`config.mk`:
```
export PLATFORM = sky130hd
export DESIGN_NAME = weight_loader
export DESIGN_NICKNAME = d
export VERILOG_FILES = /design/src/rtl/weight_loader.sv
export SDC_FILE = /design/constraint.sdc
export NUM_CORES = 1
export LEC_CHECK = 0
export ABC_AREA = 1
export CAP_MARGIN = 25
export CORE_MARGIN = 2
export CORE_UTILIZATION = 43
export DETAILED_ROUTE_END_ITERATION = 8
export PLACE_DENSITY = 0.8
export SYNTH_ARGS = -nofsm -noshare
export SYNTH_HDL_FRONTEND = slang
export SYNTH_SLANG_ARGS = --single-unit
export TNS_END_PERCENT = 1
```
`constraint.sdc`:
```
create_clock -name CLOCK -period 2.1 [get_ports CLOCK]
set_clock_uncertainty 0.15 [all_clocks]
set_input_delay 0.21 -clock CLOCK [delete_from_list [all_inputs] [get_ports CLOCK]]
set_output_delay 0.21 -clock CLOCK [all_outputs]
set_load 0.03 [all_outputs]
```
`src/rtl/weight_loader.sv`:
```
// Weight RAM read sequencer: streams a block of weights out of the RAM and
// steers each returned word to one neuron unit, or to all of them at once.
module weight_loader #(
   parameter int DATA_W           = 32,
   parameter int NUM_UNITS        = 4,
   parameter int WEIGHTS_PER_UNIT = 8,
   parameter int ADDR_W           = 10,
   parameter int RAM_LATENCY      = 1
) (
   input  logic                          CLOCK,
   input  logic                          RESET,
   input  logic                          start,
   input  logic                          bcast,
   input  logic [ADDR_W-1:0]             base_addr,
   output logic                          busy,
   output logic                          done,
   output logic                          ram_rd,
   output logic [ADDR_W-1:0]             ram_addr,
   input  logic [DATA_W-1:0]             ram_out,
   output logic [NUM_UNITS*DATA_W-1:0]   weight,
   output logic [NUM_UNITS-1:0]          write
);

   localparam int N_FULL = NUM_UNITS * WEIGHTS_PER_UNIT;
   localparam int CNT_W  = $clog2(N_FULL + 1);
   localparam int WPU_W  = $clog2(WEIGHTS_PER_UNIT + 1);
   localparam int UNIT_W = (NUM_UNITS > 1) ? $clog2(NUM_UNITS) : 1;

   typedef enum logic [1:0] {
      IDLE,
      ISSUE,
      DRAIN,
      FINISH
   } state_t;

   state_t              state_q;
   state_t              state_d;
   logic [CNT_W-1:0]    k_q;
   logic [WPU_W-1:0]    w_q;
   logic [UNIT_W-1:0]   u_q;
   logic [ADDR_W-1:0]   base_q;
   logic                bcast_q;
   logic [CNT_W-1:0]    last_k;
   logic                issue;
   logic                take;

   logic [RAM_LATENCY-1:0] pv_q;
   logic [UNIT_W-1:0]      pu_q [RAM_LATENCY];

   assign last_k = bcast_q ? CNT_W'(WEIGHTS_PER_UNIT - 1)
                           : CNT_W'(N_FULL - 1);
   assign take   = (state_q == IDLE) && start;

   always_comb begin
      state_d  = state_q;
      issue    = 1'b0;
      busy     = 1'b0;
      done     = 1'b0;
      ram_rd   = 1'b0;
      ram_addr = '0;
      unique case (state_q)
         IDLE: begin
            if (start)
               state_d = ISSUE;
         end
         ISSUE: begin
            issue    = 1'b1;
            busy     = 1'b1;
            ram_rd   = 1'b1;
            ram_addr = base_q + ADDR_W'(k_q);
            if (k_q == last_k)
               state_d = DRAIN;
         end
         DRAIN: begin
            busy = 1'b1;
            // pipeline empty means the last word is on the outputs now
            if (pv_q == '0)
               state_d = FINISH;
         end
         FINISH: begin
            done    = 1'b1;
            state_d = IDLE;
         end
         default: state_d = IDLE;
      endcase
   end

   always_ff @(posedge CLOCK) begin
      if (RESET) begin
         state_q <= IDLE;
         k_q     <= '0;
         w_q     <= '0;
         u_q     <= '0;
         base_q  <= '0;
         bcast_q <= 1'b0;
      end else begin
         state_q <= state_d;
         if (take) begin
            base_q  <= base_addr;
            bcast_q <= bcast;
            k_q     <= '0;
            w_q     <= '0;
            u_q     <= '0;
         end else if (issue) begin
            k_q <= k_q + CNT_W'(1);
            if (w_q == WPU_W'(WEIGHTS_PER_UNIT - 1)) begin
               w_q <= '0;
               u_q <= u_q + UNIT_W'(1);
            end else begin
               w_q <= w_q + WPU_W'(1);
            end
         end
      end
   end

   always_ff @(posedge CLOCK) begin
      if (RESET) begin
         pv_q <= '0;
         for (int i = 0; i < RAM_LATENCY; i++)
            pu_q[i] <= '0;
      end else begin
         pv_q[0] <= issue;
         pu_q[0] <= u_q;
         for (int i = 1; i < RAM_LATENCY; i++) begin
            pv_q[i] <= pv_q[i-1];
            pu_q[i] <= pu_q[i-1];
         end
      end
   end

   always_ff @(posedge CLOCK) begin
      weight <= '0;
      write  <= '0;
      if (!RESET && pv_q[RAM_LATENCY-1]) begin
         for (int u = 0; u < NUM_UNITS; u++) begin
            if (bcast_q || pu_q[RAM_LATENCY-1] == UNIT_W'(u)) begin
               weight[u*DATA_W +: DATA_W] <= ram_out;
               write[u]                   <= 1'b1;
            end
         end
      end
   end

endmodule

```
* Yosys cells after proc, flatten, opt, wreduce, memory -nomap -nowiden
Memory sizes are Yosys's and may differ from the RTL's.
Cells that the tools add are included.
** Operators by class
- Add/sub/neg operators :: 4
- Mux-type cells :: 19
- Reduce and logical (&&, ||, !) cells :: 18
- Eq/ne operators :: 11
** Operators by type and width (number)
- $mux 1 :: 11
- $add 10x6->10 :: 1
- $mux 10 :: 1
- $reduce_and 2->1 :: 5
- $eq 2x2->1 const B :: 4
- $mux 2 :: 4
- $pmux 2 s4 :: 1
- $add 6x1->6 const B :: 1
- $eq 6x5->1 :: 1
- $ne 2x2->1 const B :: 3
- $reduce_or 2->1 :: 3
- $mux 5 :: 1
- $add 4x1->4 const B :: 1
- $eq 2x1->1 const B :: 2
- $eq 4x3->1 const B :: 1
- $logic_not 2->1 :: 2
- $logic_or 1x1->1 :: 4
- $mux 4 :: 1
- $reduce_and 3->1 :: 1
- $add 2x1->2 const B :: 1
- $logic_and 1x1->1 :: 2
- $logic_not 1->1 :: 1
** Storage, ports and cells
- Output and inout port bits :: 145
- Memory bits (writable) :: 2
- Memories :: 1
- Bits of input ports :: 46
- Register bits after elaboration :: 158
- Word-level logic and storage cells :: 65
** Memories
- pu_q :: depth 1, width 2, read ports 1, clocked after Yosys merged registers in 0, write ports 1, line 48 : logic [UNIT_W-1:0] pu_q [RAM_LATENCY];

* Logic depth before layout (Yosys ltp)
- Word-level depth :: 4
- Mapped depth :: 10
- Depth with buffers taken out :: 10

* Worst setup path before layout
No wires, ideal clock.
- Kind :: reg2out
- Start point :: register state_q[1]
- End point :: output port ram_addr[3]
- Arrival :: 1773 ps
- Path slack :: -33 ps
- Data required time :: 1740 ps
- Buffers on the path :: 2
- Stages on the path, launching flop included :: 7
- Path through :: dfxtp_1 -> inv_1 -> ha_1 -> buf_4 -> buf_2 -> o21ai_0 -> a21oi_1
** Between the ends
- Longest elaborated chain between the ends :: 2
** RTL lines
- from (decl) :: line 36 : state_t state_q;
- from (signal assigned) :: line 97 : state_q <= state_d;
- $eq 2x1->1 :: line 61 : unique case (state_q)
- $mux 10 :: line 61
- to (decl) :: line 18 : output logic [ADDR_W-1:0] ram_addr,
No other way between the ends.

* Final worst setup path
- Start point :: register base_q[0]
- End point :: output port ram_addr[8]
** Between the ends
- Longest elaborated chain between the ends :: 2
** RTL lines
- from (decl) :: line 41 : logic [ADDR_W-1:0] base_q;
- from (signal assigned) :: line 99 : base_q <= base_addr;
- $add 10x6->10 :: line 70 : ram_addr = base_q + ADDR_W'(k_q);
- $mux 10 :: line 61
No other way between the ends.

==> reports/qor.csv <==
stage,metric,value,unit
drt,remaining_drc_errors,0,
drt,viasPerCell,4.59,
timing,hold_viol,0,
timing,rsz0062_at_grt,yes,
synth,syn_avg_cell_area,9.25,µm²
drt,first_iter_violations,111,
outcome,status,"finished, violations left",
drt,wl,12600,µm
placement,place_area,6970,µm²
synth,ys.warnings.count,0,
layout,syn_to_final_growth,52.2,%
timing,final.setup.worst_slack,-261,ps
pwr,ir_drop,0.000535,V
global_routing,grt_pass1_vias,4163,
setup_path,cp_data_arrival_time,2000,ps
setup_path,rr_startpoint,state_q[1]$_SDFFE_PP0P_,
cts,cts.path.max_buffers,2,
drt,drtPass1Iterations,4,
floorplan,fp.dieH,112,µm
layout,final_nets,802,
layout,layout-drive-gt1-share,0.114,
synth,syn_area,5010,µm²
global_routing,groute.usage.overall,0.202,
pwr,power_per_cell_area,992,nW/µm²
placement,place_congestion,0.854,
pwr,pwr-share-seq,0.438,
setup_path,cp-start-kind,flop,
synth,syn_inst,542,
layout,fillers,900,
outcome,violations,negative setup slack,
placement,detailed_place_hpwl,9130,µm
timing,max_slew.worst_pin.slew,666,ps
floorplan,dieWidth,112,µm
setup_path,crit_fanout,4,
hold_path,hold_path_end,weight[69]$_SDFF_PN0_,
pwr,p_clk_frac,0.382,
synth,ys_seq_area_frac,0.639,
cts,cts_setup_buffers,0,
global_routing,overflow,0,
timing,setup_viol,6,
floorplan,num_rows,39,
pwr,power,0.00757,W
cts,htree_levels,4,
drt,post_drt_wl_per_cell,14.0,µm
cts,clock_sinks,160,
pwr,leakage,3.22,nW
cts,clk_latency,410,ps
pwr,p_int,0.00531,W
synth,synthesis.nets,602,
floorplan,design.die.area,12500,µm²
layout,final_common_cell,clkdlybuf4s50_1,
cts,cts_tree,built,
timing,relSlewSlack,0.555,
setup_path,reg2reg_slack,290,ps
global_routing,antenna_found_initial,0,
cts,cts_buffers,17,
pwr,p_sw_frac,0.299,
cts,cts_hold_buf,0,
drt,dr_total_vias,4120,
floorplan,core_area,11400,µm²
cts,clk_pin_slew,70,ps
setup_path,regToRegEndpoint,k_q[5]$_SDFFE_PP0P_,
synth,ys_types,31,
setup_path,rr_worst_depth,7,
floorplan,initial_core_util,0.439,
layout,diodes,0,
pwr,power_frac_comb,0.180,
flow_run,cap_violations,0,
drt,postRouteAntennaNets,0,
pwr,p_switching,0.00227,W
setup_path,crit_required,1740,ps
timing,final-max-slew-violation-count,0,
timing,fin_crit_sh,1.12,
timing,period_needed,2360,ps
hold_path,hold-path-cell-count,3,
global_routing,grt_max_degree,33,
cts,root_buffer,clkbuf_16,
synth,ys_ff_latch,160,
floorplan,pin_count,191,
timing,fmax,424,MHz
layout,final_cell_mix,"clkdlybuf4s50_1, nor2_1, dfxtp_1, inv_1, nand2_1",
global_routing,grt_pass1_wl,20100,µm
hold_path,hp-start,ram_out[5],
setup_path,end_kind,output pin,
hold_path,min_path_type,in2reg,
layout,stdcell_area,7630,µm²
placement,portBuffers,190,
setup_path,crit_type,reg2out,
==> worst max-delay path: stages, from the launching register on <==
cell	delay [ps]
dfxtp_1	330
ha_1	160
inv_1	50
fa_2	360
o21ai_2	160
nand3_1	100
nand2_1	90
nor2_1	40
nor2_1	120
buf_4	170
==> metrics by stage <==
| step | TNS (ps) | utilization | hold slack [ps] | std cells | setup WS [ps] |
|---|---|---|---|---|---|
| floorplan | -113 | - | 132 | 542 | -33.0 |
| global placement | 0 | 0.610 | 288 | 866 | 122 |
| detailed placement | 0 | 0.610 | 296 | 866 | 81.9 |
| CTS | -1010 | 0.667 | 220 | 898 | -282 |
| global route | -1740 | 0.668 | 242 | 898 | -398 |
| finish | -816 | 0.668 | 236 | 898 | -261 |
==> power groups by stage <==
stage	sequential (W)	combinational [W]	clock [W]
2_1_floorplan	0.00351	0.000682	0
4_1_cts	0.00331	0.00136	0.00293
6_report	0.00332	0.00136	0.00289
3_5_place_dp	0.00337	0.00132	0
5_1_grt	0.00333	0.00149	0.00309
3_3_place_gp	0.00336	0.00128	0
==> how the worst max path moves through the flow <==
stage / start / endpoint / slack [ps]
floorplan: state_q[1]$_SDFFE_PP0P_ / ram_addr[2] / -30
detailed placement: k_q[0]$_SDFFE_PP0P_ / ram_addr[8] / 80
finish: base_q[0]$_SDFFE_PP0P_ / ram_addr[8] / -260
global placement: k_q[0]$_SDFFE_PP0P_ / ram_addr[8] / 120
global route: base_q[0]$_SDFFE_PP0P_ / ram_addr[8] / -400
CTS: k_q[0]$_SDFFE_PP0P_ / ram_addr[8] / -280
==> registers in the layout, summed over array words and instances (netlist names) <==
signal,flops
base_q,10
bcast_q,1
k_q,6
pu_q,2
pv_q,1
state_q,2
u_q,2
w_q,4
weight,128
write,4
==> kinds of logic after synthesis <==
group,count (synthesis),share of synthesized area
compound gates,42,0.0477
simple gates,242,0.194
xor+xnor,1,0.00175
flops,160,0.639
buf+inv,83,0.0814
fa+ha+maj,14,0.0364
==> cells in the mapped netlist <==
master      n  area [µm²]
nor2_1    166         623
dfxtp_1   160        3200
inv_1      59         221
nand2_1    47         176
a21oi_1    16        80.1
o21ai_0    16        80.1
ha_1       13         163
buf_6      12         135
nand3_1     8        40.0
nor3_1      7        35.0
inv_2       6        22.5
nor2_2      5        31.3
a21oi_2     4        35.0
nand4_1     3        18.8
nor3b_1     3        22.5
buf_2       2        10.0
a211oi_1    1        7.51
a21o_1      1        7.51
a22oi_1     1        7.51
buf_1       1        3.75
buf_4       1        7.51
clkbuf_1    1        3.75
clkinv_1    1        3.75
fa_1        1        20.0
nand2_4     1        11.3
nand3b_1    1        7.51
nor4_1      1        6.26
o21ai_1     1        5.00
o21ai_2     1        8.76
o21bai_1    1        7.51
xor2_1      1        8.76
==> per-layer routing <==
layer | vias up | track usage | share of wire
li1 | 2051 | - | -
met1 | 1895 | 0.216 | 0.40
met2 | 152 | 0.377 | 0.52
met3 | 22 | 0.0680 | 0.069
met4 | 0 | 0.0577 | 0.016
met5 | - | 0 | 0
==> cell type report <==
type	count	area, µm²	area share
Multi-Input combinational cell	299	1480	0.194
Clock inverter	15	143	0.0187
Timing Repair Buffer	198	1940	0.254
Inverter	66	248	0.0325
Tap cell	143	179	0.0234
Clock buffer	17	425	0.0557
Sequential cell	160	3210	0.421
==> repair_timing <==
item | CTS | global route
resized for setup | 17 | 8
endpoints found under the setup margin | 10 | 9
pin swaps | 1 | 1
No activity file was read; power rests on OpenSTA's default activity.
